## src/rtl/cy_stream_source.sv

```systemverilog
// rtl/cy_stream_source.sv - valid/ready burst source with incrementing payload and LFSR-gated gaps
module cy_stream_source #(
    parameter int DW = 8
) (
    input  logic          i_clk,
    input  logic          i_reset,
    input  logic          i_start,
    input  logic [15:0]   i_len,
    input  logic [DW-1:0] i_seed,
    input  logic          i_gap_en,
    input  logic          i_ready,
    output logic [DW-1:0] o_data,
    output logic          o_valid,
    output logic          o_busy,
    output logic          o_done,
    output logic [15:0]   o_count
);

    typedef enum logic {IDLE, RUN} state_t;

    localparam logic [15:0] LFSR_INIT = 16'hACE1;

    state_t        state, state_nxt;
    logic [15:0]   rem, rem_nxt, rem_after;
    logic [15:0]   lfsr, lfsr_nxt;
    logic [15:0]   count_nxt;
    logic [DW-1:0] data_nxt;
    logic          valid_nxt, done_nxt;
    logic          xfer, gate, fb;

    assign xfer      = o_valid & i_ready;
    assign gate      = ~i_gap_en | lfsr[0];
    assign rem_after = rem - {15'd0, xfer};
    // Fibonacci feedback for x^16+x^14+x^13+x^11+1, shifting toward bit 0
    assign fb        = lfsr[0] ^ lfsr[2] ^ lfsr[3] ^ lfsr[5];
    assign o_busy    = (state == RUN);

    always_comb begin
        state_nxt = state;
        rem_nxt   = rem;
        lfsr_nxt  = lfsr;
        count_nxt = o_count;
        data_nxt  = o_data;
        valid_nxt = o_valid;
        done_nxt  = 1'b0;
        case (state)
            IDLE: begin
                valid_nxt = 1'b0;
                if (i_start) begin
                    count_nxt = 16'd0;
                    if (i_len == 16'd0) begin
                        done_nxt = 1'b1;
                    end else begin
                        rem_nxt   = i_len;
                        data_nxt  = i_seed;
                        lfsr_nxt  = LFSR_INIT;
                        valid_nxt = ~i_gap_en | LFSR_INIT[0];
                        state_nxt = RUN;
                    end
                end
            end
            RUN: begin
                lfsr_nxt = {fb, lfsr[15:1]};
                if (xfer) begin
                    data_nxt  = o_data + DW'(1);
                    count_nxt = o_count + 16'd1;
                    rem_nxt   = rem_after;
                end
                if (xfer && rem_after == 16'd0) begin
                    state_nxt = IDLE;
                    valid_nxt = 1'b0;
                    done_nxt  = 1'b1;
                end else begin
                    // A presented beat is held regardless of the gate
                    valid_nxt = (o_valid & ~i_ready) | ((rem_after != 16'd0) & gate);
                end
            end
            default: state_nxt = IDLE;
        endcase
    end

    always_ff @(posedge i_clk or posedge i_reset) begin
        if (i_reset) begin
            state   <= IDLE;
            rem     <= 16'd0;
            lfsr    <= LFSR_INIT;
            o_count <= 16'd0;
            o_data  <= '0;
            o_valid <= 1'b0;
            o_done  <= 1'b0;
        end else begin
            state   <= state_nxt;
            rem     <= rem_nxt;
            lfsr    <= lfsr_nxt;
            o_count <= count_nxt;
            o_data  <= data_nxt;
            o_valid <= valid_nxt;
            o_done  <= done_nxt;
        end
    end

endmodule
```

## config.mk

```make
export PLATFORM = sky130hd
export DESIGN_NAME = cy_stream_source
export DESIGN_NICKNAME = d
export VERILOG_FILES = /design/src/rtl/cy_stream_source.sv
export SDC_FILE = /design/constraint.sdc
export NUM_CORES = 1
export LEC_CHECK = 0
export BUFFER_PORTS_ARGS = -buffer_cell sky130_fd_sc_hd__buf_2
export CORE_UTILIZATION = 35
export DETAILED_ROUTE_END_ITERATION = 16
export PLACE_DENSITY = 0.64
export SLEW_MARGIN = 20
export SYNTH_ARGS = -nofsm -noshare
export SYNTH_HDL_FRONTEND = slang
export SYNTH_SLANG_ARGS = --single-unit
```

## constraint.sdc

```tcl
create_clock -name i_clk -period 1.9 [get_ports i_clk]
set_input_delay 0.095 -clock i_clk [delete_from_list [all_inputs] [get_ports i_clk]]
set_output_delay 0.095 -clock i_clk [all_outputs]
set_load 0.05 [all_outputs]
```

==> flow_metrics.tcl, run 1 <==
set metrics [dict create \
    io_buffers 55 \
    fill_cells 954 \
    clk_pin_slew_ns 0.07 \
    synth_area_leaders "dfrtp_1 38%, dfstp_2 6.2%, nor2_1 4.1%" \
    grt_pass1_wl_um 15800 \
    gr-total-overflow 0 \
    drive_above_1_share_pct 34.8 \
    die_h_um 100 \
    total_leakage_power_nw 1.95 \
    hold_path_class "input pin to register" \
    viasPerCell 5.46 \
    required_ns 2.11 \
    ys_types 59 \
    pin_count 56 \
    synth_area_mm2 0.00336 \
    dpl_cell_area_mm2 0.00408 \
    synth.most_common_cell "dfrtp_1" \
    power.density_mw_per_mm2 1200 \
    rows 35 \
    final_period_minus_worst_setup_slack_ns 1.90 \
    dieArea_mm2 0.0100 \
    fin_area_mm2 0.00443 \
    start_util_pct 36.2 \
    antenna_cells 0 \
    ys_seq_area_share_pct 44.2 \
    cp.arrival_ns 2.11 \
    drtIter0Drc 295 \
    cts_buffer_depth 2 \
    finalHoldViolCount 0 \
    power_mw 5.29 \
    final_net_count 497 \
    wl_per_cell_um 15.9 \
    synth_top_area_share_pct 37.9 \
    worst_pin_slew_ns 0.488 \
    postLayoutCoreUtil_pct 47.7 \
    first_global_vias 3183 \
    synth-xor-area-share_pct 3.38 \
    status "completed" \
    synth_seq_cells 59 \
    fin_crit_sh_pct 99.9 \
    ctsHtreeMaxLevel 3 \
    startpoint_type "register" \
    wl_um 9530 \
    clkLatencyLatePin_ns 0.35 \
    gp_congestion 0.880 \
    synth_fa_ha_area_share_pct 1.49 \
    grt_antenna_before_repair 0 \
    max_freq_ghz 0.527 \
    syn_area_per_cell_um2 9.04 \
    cts_root_buffer "clkbuf_8" \
    hpwlAfterDp_um 6790 \
    cp_slowest_stage_delay_ns 0.36 \
    skew_ns 0.00894 \
    crit_chain "and2_4 -> ha_4 -> nand2b_4 -> or3_1 -> a211o_1 -> a211oi_2 -> a31oi_1" \
    synth-edff-count 0 \
    cts_sinks 59 \
    critPathKind "register to register" \
    synth_nets 405 \
    synth_warnings 0 \
    synthFlopType "dfrtp_1" \
    grt_usage_pct 20.4 \
    slew_headroom_pct 67.2 \
    vias 3265 \
    synthSimpleGateAreaFrac_pct 21.2 \
    drv_cap 0 \
    core_area_mm2 0.00928 \
    synthCells 372 \
    synth_top_cell_by_area "dfrtp_1" \
    synth_compound_area_share_pct 23.9 \
    die_w_um 100 \
    async_reset_ff_share_pct 100 \
    crit_fanout 5 \
    endpoint_kind "register" \
    setup_violations 0 \
    rsz0062_at_grt "yes" \
    cts_tree "built" \
    synthTopCellsByCount "51 x dfrtp_1, 37 x nor2_1, 33 x nand2_1" \
    area_growth_pct 31.5 \
    drtAntennaViolNets 0 \
    cp_num_buf_inv 0 \
    muxShareOfSynthArea_pct 0.595 \
    cts_buffers 9 \
    slew_viol_final 0 \
    grt_max_degree 60 \
    cpLargestDelayFamily "compound AO/OA/AOI/OAI gates" \
    slowest_stage "dfrtp_2" \
    first_pass_iters 5 \
    route.detailed.drc 0 \
    peakVddDrop_mv 0.540 \
    synth_top_family_by_area "compound AO/OA/AOI/OAI gates" \
]
## placed cells by master, fill, tap and decap left out, types with 4 or more instances in the layout
cell type | Yosys | layout
o21ai_1 | 9 | 10
o21ai_0 | 23 | 22
nand4_1 | 14 | 14
dfstp_2 | 8 | 8
dfrtp_1 | 51 | 48
xor2_1 | 10 | 10
nand2_1 | 33 | 33
a22o_1 | 4 | 4
a32oi_1 | 4 | 4
nor2_1 | 37 | 36
o211ai_1 | 7 | 7
nand3_1 | 12 | 12
nor4_2 | 4 | 5
a21oi_1 | 25 | 24
and3_1 | 6 | 5
buf_4 | 2 | 44
nor3_1 | 4 | 4
inv_1 | 16 | 15
clkbuf_8 | 0 | 10
buf_2 | 9 | 55
a22oi_1 | 6 | 6
a31oi_1 | 7 | 7
## final cells by class
| class | instances | area, µm² | area share [%] |
|---|---|---|---|
| multi-input cells | 273 | 1800 | 40.7 |
| flip-flops and latches | 59 | 1490 | 33.7 |
| repair buffers | 105 | 687 | 15.5 |
| well taps | 129 | 161 | 3.65 |
| clock buffers | 10 | 138 | 3.11 |
| clock inverters | 6 | 88.8 | 2.01 |
| inverters | 16 | 60.1 | 1.36 |
## metal layers
layer / wire, µm / GRT usage, %
met2: 4490 / 33.7
met5: 0 / 0
met4: 192 / 7.92
met3: 400 / 3.27
met1: 4450 / 26.7
## sequential cells by signal (all words and copies together) (netlist names)
register  cells
lfsr         16
o_done        1
o_valid       1
o_busy        1
o_count      16
rem          16
o_data        8
## tightest hold or removal path, cell delays in order
cell and delay (ns):
buf_2 0.10, nand2_1 0.05, nand3_1 0.07
## worst paths after layout
check / start / to / slack, ns / depth (start not counted)
setup / recovery: o_valid$_DFF_PP0_ / o_valid$_DFF_PP0_ / 0.001 / 7
hold / removal: i_len[8] / rem[8]$_DFFE_PP0P_ / 0.005 / 3
setup reg to reg: o_valid$_DFF_PP0_ / o_valid$_DFF_PP0_ / 0.001 / 7
hold reg to reg: lfsr[6]$_DFFE_PP1P_ / lfsr[5]$_DFFE_PP1P_ / 0.48 / 2
max in group asynchronous: i_reset / lfsr[0]$_DFFE_PP1P_ / 1.23 / 4
min in group asynchronous: i_reset / o_count[13]$_DFFE_PP0P_ / 0.35 / 4
## cell families after synthesis
kind of cell | after synthesis
compound gates | 120
simple gates | 134
buf+inv | 40
mux | 2
fa+ha+maj | 4
xor+xnor | 13
flops | 59
## through the flow
| step | TNS (ns) | instances | hold slack, ns | setup slack (ns) |
|---|---|---|---|---|
| floorplan | -0.811 | 372 | 0.218 | -0.221 |
| global placement | -0.481 | 576 | 0.184 | -0.159 |
| detailed placement | -0.597 | 576 | 0.190 | -0.150 |
| CTS | 0 | 597 | 0.00308 | 0.00420 |
| global route | -0.296 | 598 | 0.0150 | -0.0853 |
| finish | 0 | 598 | 0.00548 | 0.00132 |
## timing repair
| item | CTS | global route |
|---|---|---|
| resized for setup | 7 | 8 |
| hold endpoints to repair | 53 | 0 |
| hold buffers | 3 | 0 |
| setup endpoints to repair | 7 | 7 |
| pin swaps | 6 | 7 |
| setup buffers | 2 | 1 |
## report_power, final
part | switching, mW | internal, mW | total [mW]
Clock | 0.541 | 0.773 | 1.31
Combinational | 1.16 | 0.796 | 1.95
Sequential | 0.349 | 1.68 | 2.03
Power figures use the tool's default switching activity.
==> run 2: changes to the inputs <==
--- a/config.mk
+++ b/config.mk
@@ -7,6 +7,7 @@
 export LEC_CHECK = 0
 export BUFFER_PORTS_ARGS = -buffer_cell sky130_fd_sc_hd__buf_2
 export CORE_UTILIZATION = 35
+export CTS_BUF_LIST = sky130_fd_sc_hd__clkbuf_16
 export DETAILED_ROUTE_END_ITERATION = 16
 export PLACE_DENSITY = 0.64
 export SLEW_MARGIN = 20
==> run 2 against run 1 <==
Against the previous run:
- the run now ends with negative setup slack left
- wire length rose by 0.18%
- combinational power barely moved
- setup slack got worse by 0.0025 ns
- worst hold slack improved by 0.014 ns
- clock power rose by 32%
- cell area rose by 1.8%
- final cell count did not move
- highest routed layer unchanged
==> flow_metrics.tcl, run 2 (synthesis gave the netlist of run 1 again) <==
set metrics [dict create \
    status "complete, but fails checks" \
    violations "negative setup slack" \
    cts_tree "built" \
    setup_ws_ns -0.00118 \
    power_mw 5.71 \
    cts_buffers 9 \
    place_ws_ns -0.150 \
    antenna_cells 0 \
    slew_headroom_pct 69.6 \
    postLayoutCoreUtil_pct 48.5 \
    cp_slowest_stage_delay_ns 0.40 \
    slew_viol_final 0 \
    crit_chain "and2_4 -> ha_4 -> ha_4 -> and4b_1 -> a221oi_2 -> a211oi_2 -> a31o_1" \
    finalHoldViolCount 0 \
    final_period_minus_worst_setup_slack_ns 1.90 \
    fin_crit_sh_pct 100 \
    cts_sinks 59 \
    first_pass_iters 4 \
    grt_use_met1_pct 27.0 \
    drtIter0Drc 210 \
    wl_um 9550 \
    wl_per_cell_um 16.0 \
    max_freq_ghz 0.526 \
    die_w_um 100 \
    cpLargestDelayFamily "compound AO/OA/AOI/OAI gates" \
    grtUsageMet2_pct 33.5 \
    core_area_mm2 0.00928 \
    startpoint_type "register" \
    skew_ns 0.00682 \
    layout_common_cells "55 x buf_2, 48 x dfrtp_1, 45 x buf_4, 36 x nor2_1, 33 x nand2_1" \
    crit_top_cell "ha_4" \
    cts_root_buffer "clkbuf_16" \
    viasPerCell 5.50 \
    setup_tns_ns -0.00118 \
    grt_max_degree 60 \
    instances_no_fill 598 \
    reg_top3 "lfsr (16), o_count (16), rem (16)" \
    dieArea_mm2 0.0100 \
    dp_cells 576 \
    endpoint_kind "register" \
    rsz0062_at_grt "yes" \
    gp_congestion 0.880 \
    clk_pin_slew_ns 0.05 \
    final_net_count 497 \
    crit_fanout 11 \
    whs_ns 0.0197 \
    cp.arrival_ns 2.12 \
    cts_buffer_depth 2 \
    met3_usage_pct 2.86 \
    ctsHtreeMaxLevel 3 \
    drtAntennaViolNets 0 \
    grt_pass1_wl_um 15900 \
    gr-total-overflow 0 \
    final_common_cell "buf_2" \
    critPathKind "register to register" \
    total_leakage_power_nw 1.99 \
    route.detailed.drc 0 \
    setup_violations 1 \
    r2r_setup_slack_ns -0.001 \
    grt_usage_pct 20.5 \
    drive_above_1_share_pct 34.8 \
    rows 35 \
    io_buffers 55 \
    grt_antenna_before_repair 0 \
    fin_area_mm2 0.00450 \
    vias 3289 \
    cp_num_buf_inv 0 \
    required_ns 2.12 \
    area_growth_pct 33.8 \
    clkLatencyLatePin_ns 0.33 \
    peakVddDrop_mv 0.557 \
    drv_cap 0 \
    hpwlAfterDp_um 6790 \
    pin_count 56 \
    worst_pin_slew_ns 0.452 \
    gr-max-usage-layer "met2" \
    slowest_stage "dfrtp_2" \
    hold_path_class "input pin to register" \
    die_h_um 100 \
    first_global_vias 3196 \
    dpl_cell_area_mm2 0.00408 \
    power.density_mw_per_mm2 1270 \
    start_util_pct 36.2 \
]
[run 2: cell types whose count changed in the layout (fill, tap and decap cells not counted), sizes merged]
cell         change
clkbuf           -1
buf              +1
clkinv           +1
dlygate4sd3      -1
[run 2: worst paths after layout]
check / cells past startpoint / startpoint / to
min in group asynchronous: 4 / i_reset / o_count[11]$_DFFE_PP0P_
setup / recovery: 7 / o_valid$_DFF_PP0_ / o_done$_DFF_PP0_
hold reg to reg: 2 / lfsr[6]$_DFFE_PP1P_ / lfsr[5]$_DFFE_PP1P_
max in group asynchronous: 4 / i_reset / lfsr[11]$_DFFE_PP1P_
setup reg to reg: 7 / o_valid$_DFF_PP0_ / o_done$_DFF_PP0_
hold / removal: 3 / i_len[6] / rem[6]$_DFFE_PP0P_
[run 2: tightest hold or removal path: stages]
cell	delay (ns)
buf_2	0.10
a32oi_1	0.06
nand2_1	0.06
[run 2: power breakdown]
group          internal, mW  switching [mW]
combinational         0.800            1.15
clock                  1.14           0.586
sequential             1.68           0.347
total                  3.62            2.09
[run 2: timing repair]
item	4_1_cts	5_1_grt
buffers inserted	3	1
hold endpoints to repair	52	0
gates resized for setup	7	7
pin swaps	7	5
hold buffers	2	0
setup endpoints to repair	7	7
[run 2: per-layer routing]
metal	vias up	share of wire, %	wire (µm)
li1	1559	-	-
met1	1600	45	4320
met2	115	48	4570
met3	15	5.3	504
met4	0	1.6	153
met5	-	0	0
[run 2: cell type report]
| cell class | instances | area, µm² |
|---|---|---|
| inverters | 16 | 60.1 |
| well taps | 129 | 161 |
| fillers | 936 | 4780 |
| clock buffers | 9 | 225 |
| repair buffers | 105 | 684 |
| flip-flops and latches | 59 | 1490 |
| multi-input cells | 273 | 1790 |
| clock inverters | 7 | 92.6 |
